### src/rtl/braun_mult_arbiter.sv
// braun_mult_arbiter
//   Round-robin front end that lets NUM_REQ requesters share one combinational
//   Braun array multiplier. The winning requester's operands are latched on
//   accept, multiplied, and the registered product is returned on a single
//   valid/ready response channel tagged with the requester index.
//
//   Optional build macro: MULT_PIPE_EN adds a MUL2 state and a second product
//   register stage (response latency T+3 instead of T+2).
//
// Ports
//   clk        clock, all state updates on the rising edge
//   rst        synchronous active-high reset
//   req_valid  per-requester operand-pending flags
//   req_a/b    packed operands, requester i owns slice [i*WIDTH +: WIDTH]
//   req_ready  one-hot (or zero) accept strobe, only ever high in IDLE
//   rsp_valid  product available, held until rsp_ready
//   rsp_ready  consumer accepts the product
//   rsp_p      full 2*WIDTH unsigned product
//   rsp_id     index of the requester that issued the operands
//   busy       high whenever the FSM is not IDLE

// Unsigned Braun array multiplier: carry-save rows of full adders followed by
// a ripple carry adder for the upper half. Purely combinational.
module braun_multiplier #(
    parameter int WIDTH = 2
) (
    input  logic [WIDTH-1:0]   a,
    input  logic [WIDTH-1:0]   b,
    output logic [2*WIDTH-1:0] p
);
    // Row r holds sum bits at weight r+j and carry bits at weight r+j+1.
    logic [WIDTH*WIDTH-1:0] s_flat;
    logic [WIDTH*WIDTH-1:0] c_flat;
    logic [WIDTH-1:0]       rc;

    genvar gi, gj;
    generate
        for (gi = 0; gi < WIDTH; gi++) begin : g_row
            for (gj = 0; gj < WIDTH; gj++) begin : g_col
                if (gi == 0) begin : g_first
                    assign s_flat[gj] = a[gj] & b[0];
                    assign c_flat[gj] = 1'b0;
                end else begin : g_fa
                    logic fa_x;
                    logic fa_y;
                    logic fa_z;
                    assign fa_x = a[gj] & b[gi];
                    if (gj < WIDTH - 1) begin : g_in
                        assign fa_y = s_flat[(gi-1)*WIDTH + gj + 1];
                    end else begin : g_edge
                        assign fa_y = 1'b0;
                    end
                    assign fa_z = c_flat[(gi-1)*WIDTH + gj];
                    assign s_flat[gi*WIDTH + gj] = fa_x ^ fa_y ^ fa_z;
                    assign c_flat[gi*WIDTH + gj] = (fa_x & fa_y) | (fa_x & fa_z) | (fa_y & fa_z);
                end
            end
            // Lowest sum bit of each row is a finished product bit.
            assign p[gi] = s_flat[gi*WIDTH];
        end

        // Merge the last row's sum and carry vectors into the upper half.
        // The product fits in 2*WIDTH bits, so the final carry-out is always 0.
        for (gi = 0; gi < WIDTH; gi++) begin : g_cpa
            logic cpa_s;
            logic cpa_c;
            if (gi < WIDTH - 1) begin : g_sum
                assign cpa_s = s_flat[(WIDTH-1)*WIDTH + gi + 1];
            end else begin : g_nosum
                assign cpa_s = 1'b0;
            end
            assign cpa_c = c_flat[(WIDTH-1)*WIDTH + gi];
            if (gi == 0) begin : g_cin
                assign rc[0] = 1'b0;
            end
            assign p[WIDTH + gi] = cpa_s ^ cpa_c ^ rc[gi];
            if (gi < WIDTH - 1) begin : g_carry
                assign rc[gi+1] = (cpa_s & cpa_c) | (cpa_s & rc[gi]) | (cpa_c & rc[gi]);
            end
        end
    endgenerate
endmodule

module braun_mult_arbiter #(
    parameter int NUM_REQ = 4,
    parameter int WIDTH   = 2,
    parameter int ID_W    = 2
) (
    input  logic                     clk,
    input  logic                     rst,
    input  logic [NUM_REQ-1:0]       req_valid,
    input  logic [NUM_REQ*WIDTH-1:0] req_a,
    input  logic [NUM_REQ*WIDTH-1:0] req_b,
    output logic [NUM_REQ-1:0]       req_ready,
    output logic                     rsp_valid,
    input  logic                     rsp_ready,
    output logic [2*WIDTH-1:0]       rsp_p,
    output logic [ID_W-1:0]          rsp_id,
    output logic                     busy
);
    typedef enum logic [1:0] {ST_IDLE, ST_MUL, ST_MUL2, ST_RESP} state_t;

    state_t             state_reg, state_next;
    logic [ID_W-1:0]    ptr_reg;
    logic [WIDTH-1:0]   op_a_reg, op_b_reg;
    logic [ID_W-1:0]    op_id_reg;
    logic [2*WIDTH-1:0] res_p_reg;
    logic [2*WIDTH-1:0] mult_p;

    logic [WIDTH-1:0]   a_arr [NUM_REQ];
    logic [WIDTH-1:0]   b_arr [NUM_REQ];
    logic [NUM_REQ-1:0] above_ptr;
    logic               grant_found;
    logic [ID_W-1:0]    grant_idx;
    logic [WIDTH-1:0]   sel_a, sel_b;
    logic               accept;

    genvar gi;
    generate
        for (gi = 0; gi < NUM_REQ; gi++) begin : g_req
            assign a_arr[gi]     = req_a[gi*WIDTH +: WIDTH];
            assign b_arr[gi]     = req_b[gi*WIDTH +: WIDTH];
            assign above_ptr[gi] = req_valid[gi] && (ID_W'(gi) > ptr_reg);
        end
    endgenerate

    // Round-robin: lowest valid index above ptr wins; if none, wrap around to
    // the lowest valid index overall (which includes ptr itself last).
    always_comb begin
        grant_idx   = '0;
        grant_found = |req_valid;
        if (|above_ptr) begin
            for (int i = NUM_REQ - 1; i >= 0; i--) begin
                if (above_ptr[i]) grant_idx = ID_W'(i);
            end
        end else begin
            for (int i = NUM_REQ - 1; i >= 0; i--) begin
                if (req_valid[i]) grant_idx = ID_W'(i);
            end
        end
    end

    always_comb begin
        sel_a = '0;
        sel_b = '0;
        for (int i = 0; i < NUM_REQ; i++) begin
            if (grant_idx == ID_W'(i)) begin
                sel_a = a_arr[i];
                sel_b = b_arr[i];
            end
        end
    end

    assign accept = (state_reg == ST_IDLE) && grant_found;

    braun_multiplier #(.WIDTH(WIDTH)) u_mult (
        .a (op_a_reg),
        .b (op_b_reg),
        .p (mult_p)
    );

    // State register
    always_ff @(posedge clk) begin
        if (rst) state_reg <= ST_IDLE;
        else     state_reg <= state_next;
    end

    // Next-state logic
    always_comb begin
        state_next = state_reg;
        case (state_reg)
            ST_IDLE: if (grant_found) state_next = ST_MUL;
`ifdef MULT_PIPE_EN
            ST_MUL:  state_next = ST_MUL2;
            ST_MUL2: state_next = ST_RESP;
`else
            ST_MUL:  state_next = ST_RESP;
`endif
            ST_RESP: if (rsp_ready) state_next = ST_IDLE;
            default: state_next = ST_IDLE;
        endcase
    end

    // Output logic
    always_comb begin
        req_ready = '0;
        rsp_valid = 1'b0;
        busy      = (state_reg != ST_IDLE);
        if (accept)                req_ready = NUM_REQ'(1) << grant_idx;
        if (state_reg == ST_RESP)  rsp_valid = 1'b1;
    end

`ifdef MULT_PIPE_EN
    logic [2*WIDTH-1:0] out_p_reg;
`endif

    // Datapath registers; operands are only sampled in the accept cycle.
    always_ff @(posedge clk) begin
        if (rst) begin
            ptr_reg   <= ID_W'(NUM_REQ - 1);
            op_a_reg  <= '0;
            op_b_reg  <= '0;
            op_id_reg <= '0;
            res_p_reg <= '0;
`ifdef MULT_PIPE_EN
            out_p_reg <= '0;
`endif
        end else begin
            if (accept) begin
                op_a_reg  <= sel_a;
                op_b_reg  <= sel_b;
                op_id_reg <= grant_idx;
                ptr_reg   <= grant_idx;
            end
            if (state_reg == ST_MUL) res_p_reg <= mult_p;
`ifdef MULT_PIPE_EN
            if (state_reg == ST_MUL2) out_p_reg <= res_p_reg;
`endif
        end
    end

`ifdef MULT_PIPE_EN
    assign rsp_p = out_p_reg;
`else
    assign rsp_p = res_p_reg;
`endif
    assign rsp_id = op_id_reg;
endmodule

### config.mk
export PLATFORM = sky130hd
export DESIGN_NAME = braun_mult_arbiter
export DESIGN_NICKNAME = d
export VERILOG_FILES = /design/src/rtl/braun_mult_arbiter.sv
export SDC_FILE = /design/constraint.sdc
export NUM_CORES = 1
export LEC_CHECK = 0
export ABC_CLOCK_PERIOD_IN_PS = 3900
export BUFFER_PORTS_ARGS = -buffer_cell sky130_fd_sc_hd__buf_2
export CAP_MARGIN = 15
export CORE_ASPECT_RATIO = 1.2
export CORE_UTILIZATION = 28
export CTS_BUF_LIST = sky130_fd_sc_hd__clkbuf_8 sky130_fd_sc_hd__clkbuf_16
export CTS_CLUSTER_SIZE = 30
export DETAILED_ROUTE_END_ITERATION = 7
export PLACE_DENSITY_LB_ADDON = 0.15
export SLEW_MARGIN = 20
export SYNTH_ARGS = -nofsm -noshare
export SYNTH_HDL_FRONTEND = slang
export SYNTH_HIERARCHICAL = 1
export SYNTH_SLANG_ARGS = --single-unit
export TNS_END_PERCENT = 50
### constraint.sdc
create_clock -name clk -period 3.9 [get_ports clk]
set_input_delay 0.195 -clock clk [delete_from_list [all_inputs] [get_ports clk]]
set_output_delay 0.195 -clock clk [all_outputs]
set_load 0.005 [all_outputs]
=== Word-level counts from Yosys, hierarchy flattened ===
Index checks and enable logic that the tools add are counted.

* Register bits after elaboration: 14
* Memories kept: 0
* Bits of input ports: 23
* Logic and storage cells: 59
* Output and inout bits: 12
* RAM bits: 0
* Memory bits (read-only): 0
* Latch bits: 0

* Reductions and logical operators: 11
* Magnitude comparators: 4
* Shift operators: 1
* Bitwise operators: 8
* Mux-type cells: 22
* Divide/modulo/power cells: 0
* Multipliers: 0
* $add $sub $neg: 0
* Equality and inequality tests: 7

{| class="wikitable"
|+ Operators by type and width
! operator !! count
|-
| 2-bit two-way mux || 19
|-
| 4-bit OR reduction || 2
|-
| 1-bit AND || 6
|-
| 2-bit equality test (second input constant) || 3
|-
| 2-bit one-hot mux with 3 select lines || 1
|-
| 1-bit logical AND || 5
|-
| 2-bit by 1-bit equality test with 1-bit output (second input constant) || 2
|-
| 1-bit by 2-bit > comparator with 1-bit output (first input constant) || 2
|-
| 2-bit > comparator (first input constant) || 2
|-
| 2-bit zero test || 2
|-
| 4-bit two-way mux || 1
|-
| 2-bit inequality test (second input constant) || 2
|-
| 1-bit by 2-bit << shifter with 4-bit output (first input constant) || 1
|-
| 2-bit AND reduction || 1
|-
| 2-bit nonzero test || 1
|-
| 1-bit XOR || 2
|-
| 1-bit two-way mux || 1
|}

=== Logic depth before layout (Yosys ltp) ===
Gate-level depths: netlist of the first run.

* Depth in word-level cells: 12
* Gate-level depth with buffers: 6
* Gate-level depth less buffers: 5

=== Cells and area by module ===
Netlist of the first run, hierarchy kept.

{| class="wikitable"
|+ Modules (own cells, without submodules)
! module !! area each (um2) !! cells an instance !! times used
|-
| braun_mult_arbiter || 808.3 || 97 || 1
|-
| braun_multiplier || 50.0 || 6 || 1
|}

=== Least setup slack after synthesis of the first run ===
Ideal clock, no wire load.

* Kind: register to output
* Start point: reg ptr_reg[0]
* End point: out req_ready[2]
* Buffers on the path: 1
* Path slack: 2434 ps
* Arrival time: 1271 ps
* Cell stages (with the launch flop): 7
* Data required time: 3705 ps
* Cells stage by stage: dfxtp_1 -> and2b_1 -> nor2_1 -> a221oi_2 -> buf_6 -> nand2_1 -> a21oi_1

* Word-level cells in the longest chain between the ends: 9
* Elaborated cells on any way between the ends: 16
* Those cells by class: order compare (4); shift (1); mux (6); reduce/logical (5)

{| class="wikitable"
|+ RTL lines
! item !! RTL line !! RTL
|-
| from (decl) || 104 || <nowiki>logic [ID_W-1:0] ptr_reg;</nowiki>
|-
| from (signal assigned) || 200 || <nowiki>ptr_reg <= ID_W'(NUM_REQ - 1);</nowiki>
|-
| from (signal assigned) || 213 || <nowiki>ptr_reg <= grant_idx;</nowiki>
|-
| 2-bit > comparator || 123 || <nowiki>assign above_ptr[gi] = req_valid[gi] && (ID_W'(gi) > ptr_reg);</nowiki>
|-
| 1-bit logical AND || 123 ||
|-
| 2-bit two-way mux (4 in a row) || 134 || <nowiki>if (above_ptr[i]) grant_idx = ID_W'(i);</nowiki>
|-
| 2-bit two-way mux * || 132 || <nowiki>if (|above_ptr) begin</nowiki>
|-
| 1-bit by 2-bit << shifter with 4-bit output * || 189 || <nowiki>if (accept) req_ready = NUM_REQ'(1) << grant_idx;</nowiki>
|-
| 4-bit two-way mux * || 189 ||
|-
| to (decl) || 94 || <nowiki>output logic [NUM_REQ-1:0] req_ready,</nowiki>
|}

Mark *: on every way between the ends. The rest lies on a longest branch, timed or not.

=== Worst setup path in the final report of the first run ===
Ends and elaborated chain as after synthesis.

==> summary.txt, run 1 <==
Setup path
  • Largest stage delay, worst path: 740 ps
  • CP startpoint kind: register
  • Reg2reg path depth: 5
  • WP data arrival: 2170 ps
  • CP Cell Sequence: and2b_1, nor2_1, a221oi_2, nand2_1, a21oi_1, buf_2
  • Slowest stage cell, crit path: a221oi_2
  • Crit Path Class: register to output pin
  • Crit path capture type: output pin
  • Critical Path Fanout Max: 11
  • CP required: 3700 ps

Global routing
  • Pin count of the biggest net entering global routing: 16
  • First-pass GRT wire length: 3480 µm
  • Total global routing overflow: 0
  • All-layer global routing usage: 13.9%
  • Antenna violations before repair: 0
  • Vias in the first global route: 747

Min path
  • Worst Hold Depth: 2
  • Hold WC Path Type: primary input to register

Logic synthesis
  • Yosys reg bits: 14
  • Syn Inst Count: 103
  • Area share of the largest cell type after synthesis: 32.7%
  • Syn Area/Cell: 8.33 µm²
  • Post-synth top area cell: dfxtp_1
  • Distinct cell type count after synthesis: 34
  • Syn Nets: 128
  • Sequential fraction of the synthesis area: 32.7%
  • Total of warnings raised by yosys: 6
  • Synthesized area: 858 µm²
  • Ranking of synthesized cells by area: dfxtp_1 33%, a221oi_2 7.0%, nor2_1 5.7%, mux2i_1 4.7%, a211oi_1 4.4%

Pwr
  • Pwr dens: 383 mW/mm²
  • Leakage: 0.000512 µW
  • Worst VDD drop: 0.000180 V

Clock tree
  • CTS Buf Count: 3
  • Root buf cell: clkbuf_8
  • Clk_lat worst skew: 240 ps
  • CTS tree: built
  • CTS Hold Bufs: 0
  • CTS HTree Levels: 1
  • Clock sink count: 14
  • Clock tree buffer depth: 2
  • Number of gates resized after cts: 0
  • Clock-pin slew on the worst setup and hold paths: 60 ps
  • Post-CTS setup buffers: 0

Drt
  • Routed length per instance: 12.4 µm
  • DR vias: 868
  • DRT Wirelength: 2120 µm
  • Pre-antenna DRT Iters: 4
  • Routed Antenna Nets: 0
  • Drt drc: 0
  • Post-DR vias/cell: 5.08
  • Number of DRC markers in iteration 0: 31

Layout
  • Nets: 163
  • Fillers: 311
  • Final core occ: 38.4%
  • Area delta synth->final: 28.3%
  • Diode count: 0
  • Share of cells above drive strength 1: 33.6%
  • Max FFs per register: 4
  • Layout Cell Area excl Fill: 0.00110 mm²

Timing
  • Fin crit share: 60.5%
  • Fin Clk Skew: 0.497 ps
  • Max-Slew Margin vs Limit: 41.8%
  • Final setup vio count: 0
  • Measured slew at the worst slew-check pin: 873 ps
  • Final Hold Vio Count: 0
  • Post-layout minimum cycle time: 2360 ps
  • Total negative slack: 0 ps
  • Max Fclk: 424 MHz
  • Final slew viol count: 0
  • RSZ-0062 raised after global routing: no

Status
  • Status: completed

Floorplan
  • Die Area: 0.00329 mm²
  • Total I/O pin count: 35
  • Row count: 21
  • Starting density of the core: 30.0%
  • Width of the die: 52.5 µm
  • Core Area: 0.00286 mm²
  • Die Ht: 62.7 µm

Flow run
  • Max cap viols: 0

Placement
  • DP HPWL: 1670 µm
  • Placer Congestion: 0.828
  • Port Buf Inserts: 34
  • Area post-placement: 0.00105 mm²
synth_stat cells, drive strengths merged:
cell / number
a211oi: 5
a21boi: 1
a21o: 1
a21oi: 5
a221oi: 5
and2: 6
and2b: 1
and4: 1
buf: 3
clkbuf: 1
dfxtp: 14
ha: 2
inv: 3
mux2i: 4
nand2: 7
nand2b: 1
nand3: 1
nand3b: 4
nor2: 14
nor2b: 2
nor3: 2
nor3b: 1
nor4: 1
o211ai: 2
o21ai: 7
o21bai: 1
o31ai: 4
or2: 4
layer usage:
layer | global-route usage [%] | wire length [µm] | vias up
met2 | 20.7 | 1020 | 21
li1 | - | - | 442
met5 | 0 | 0 | -
met1 | 18.6 | 994 | 403
met3 | 2.43 | 79 | 2
met4 | 6.91 | 33 | 0
through the flow:
stage | worst slack (ps) | std cells | power (µW) | hold WS [ps]
after floorplan | 2430 | 103 | 250 | 280
after global placement | 1840 | 167 | 286 | 395
after detailed placement | 1820 | 167 | 287 | 403
after CTS | 1550 | 171 | 429 | 143
after global routing | 1390 | 171 | 449 | 157
final | 1540 | 171 | 421 | 147
cell families (layout without fill, tap and decap cells):
group                    after synthesis  in the layout  synth area share, %
buffers and inverters                  7             41                 4.23
AO/OA/AOI/OAI                         31             31                 27.8
adder cells (fa/ha/maj)                2              2                 2.91
flip-flops                            14             14                 32.7
multiplexers                           4              4                 4.66
AND/OR/NAND/NOR                       45             45                 27.7
where the power goes:
group          switching (µW)  total [µW]  internal, µW
Clock                    49.3         139          89.3
Sequential               11.4         168           157
Combinational            64.4         114          50.1
Total                     125         421           296
worst max-delay path, delay by kind of cell, from the launching register on:
kind / cells / cell delay [ps]
AOI/OAI and AO/OA: 2 / 940
DFF: 1 / 340
buffers and inverters: 1 / 140
and+or+nand+nor: 3 / 500
area by class of cell:
type	instances	area [µm²]	share of cell area (%)
multi-input combinational	82	542	49.2
tap	34	42.5	3.86
clock buffer	4	55.1	5.00
inverter	3	11.3	1.02
sequential	14	280	25.5
timing repair buffer	34	170	15.5
final timing paths:
check	startpoint	endpoint	slack, ps
max reg2reg	ptr_reg[0]	op_b_reg[1]	1970
min	rsp_ready	state_reg[1]	150
min reg2reg	rsp_id[1]	rsp_id[1]	460
max	ptr_reg[0]	req_ready[2]	1540
cell usage in the layout, fill, tap and decap left out, types with 2 or more instances in the layout:
| cell | synthesis | routed |
|---|---|---|
| o21ai_0 | 7 | 7 |
| o31ai_1 | 4 | 4 |
| or2_1 | 3 | 3 |
| nor2_1 | 13 | 13 |
| nor3_1 | 2 | 2 |
| a211oi_1 | 5 | 5 |
| inv_1 | 2 | 2 |
| clkbuf_8 | 0 | 4 |
| ha_1 | 2 | 2 |
| mux2i_1 | 4 | 4 |
| buf_2 | 2 | 34 |
| nor2b_1 | 2 | 2 |
| and2_1 | 6 | 6 |
| nand3b_1 | 4 | 4 |
| a221oi_2 | 4 | 4 |
| nand2_1 | 7 | 7 |
| dfxtp_1 | 14 | 14 |
| a21oi_1 | 5 | 5 |
No activity file was read; power rests on OpenSTA's default activity.
==> run 2, diff against run 1 <==
Settings changed: ABC_CLOCK_PERIOD_IN_PS 3900 to 2100.
Clock period 3.9 ns to 2.1 ns, I/O delays scaled along.
==> summary.txt, run 2 (same netlist as run 1, synthesis figures left out) <==
Clock tree
  • Clock sink count: 14
  • Root buf cell: clkbuf_8
  • CTS Buf Count: 3
  • CTS tree: built
  • Clock tree buffer depth: 2
  • Clock-pin slew on the worst setup and hold paths: 60 ps
  • CTS HTree Levels: 1
  • CTS Hold Bufs: 0
  • Number of gates resized after cts: 0
  • Post-CTS setup buffers: 0
  • Clk_lat worst skew: 240 ps

Global routing
  • Vias in the first global route: 830
  • First-pass GRT wire length: 3630 µm
  • Total global routing overflow: 0
  • All-layer global routing usage: 14.7%
  • Antenna violations before repair: 0
  • Pin count of the biggest net entering global routing: 16

Drt
  • Routed Antenna Nets: 0
  • Post-DR vias/cell: 5.05
  • DR vias: 869
  • Drt drc: 0
  • DRT Wirelength: 2180 µm
  • Pre-antenna DRT Iters: 4
  • Routed length per instance: 12.7 µm
  • Number of DRC markers in iteration 0: 29

Setup path
  • Crit path capture type: output pin
  • Crit Path Class: register to output pin
  • WP data arrival: 1760 ps
  • Critical Path Fanout Max: 11
  • CP startpoint kind: register
  • CP required: 2000 ps

Timing
  • Final Hold Vio Count: 0
  • Setup WS post-layout: 231 ps
  • Max Fclk: 535 MHz
  • Final slew viol count: 0
  • Final setup vio count: 0
  • RSZ-0062 raised after global routing: no
  • Measured slew at the worst slew-check pin: 444 ps
  • Total negative slack: 0 ps
  • Fin Clk Skew: 3.44 ps
  • Max-Slew Margin vs Limit: 70.1%
  • Fin crit share: 89.0%
  • Post-layout minimum cycle time: 1870 ps

Pwr
  • Clock share of power: 33.0%
  • Final Power: 793 µW
  • Reg power frac: 39.7%
  • Net Sw Frac: 30.1%
  • Comb pwr share: 27.3%
  • Worst VDD drop: 0.000266 V
  • Internal power: 554 µW
  • Psw: 239 µW
  • Pwr dens: 715 mW/mm²
  • Leakage: 0.000517 µW

Layout
  • Sequential cell area: 280 µm²
  • Multi-input logic area: 542 µm²
  • Nets: 164
  • Max FFs per register: 4
  • Diode count: 0
  • Most frequent cells in the layout: 34 x buf_2, 14 x dfxtp_1, 13 x nor2_1
  • Commonest non-fill, non-tap cell in the layout: buf_2
  • Fillers: 326
  • Share of cells above drive strength 1: 34.1%
  • Area delta synth->final: 29.2%

Floorplan
  • Starting density of the core: 30.0%
  • Row count: 21
  • Core Area: 0.00286 mm²
  • Die Area: 0.00329 mm²
  • Die Ht: 62.7 µm
  • Total I/O pin count: 35
  • Width of the die: 52.5 µm

Placement
  • Port Buf Inserts: 34
  • Placer Congestion: 0.787
  • Dpl ws: 452 ps
  • DP HPWL: 1750 µm

Flow run
  • Max cap viols: 0

Min path
  • Hold WC Path Type: primary input to register

Status
  • Status: completed
## run 2: changes by cell type in the layout (fill, tap and decap cells not counted)
cell / change
buf_4: +1
## run 2: power groups by stage
stage	Sequential, µW	Clock, µW	Combinational (µW)
3_5_place_dp	320	0	218
6_report	315	261	216
2_1_floorplan	314	0	151
4_1_cts	315	268	219
3_3_place_gp	319	0	216
5_1_grt	320	284	243
## run 2: final cells by class
type                            count  share of cell area [%]
Tap cell                           34                    3.84
Sequential cell                    14                    25.3
Clock buffer                        4                    4.97
Multi-Input combinational cell     82                    48.9
Timing Repair Buffer               35                    16.0
Inverter                            3                    1.02
## run 2: final timing paths
check             start  slack [ps]  cells past startpoint           end
max          ptr_reg[0]         230                      7  req_ready[2]
min           rsp_ready          60                      2  state_reg[1]
max reg2reg  ptr_reg[0]         450                      6   op_b_reg[1]
min reg2reg   rsp_id[1]         470                      2     rsp_id[1]
## run 2: through the flow
stage	instance area [µm²]	hold WS, ps	utilization [%]	instances
after global routing	1110	75.0	38.7	172
after floorplan	858	190	-	103
final	1110	59.7	38.7	172
after CTS	1110	63.4	38.7	172
after detailed placement	1050	326	36.8	168
after global placement	1050	305	36.8	168
## run 2: worst max-delay path: stages, from the launching register on
cell and delay, ps:
dfxtp_1 360, and2b_1 230, nor2_1 60, a221oi_2 260, buf_4 230, nand2_1 120
a21oi_1 140, buf_2 120
## run 2: layer usage
metal,wire length (µm),vias up,track usage [%]
met5,0,-,0
met4,27,0,7.89
met3,55,2,1.46
met2,1140,17,25.2
met1,960,405,17.3
li1,-,445,-
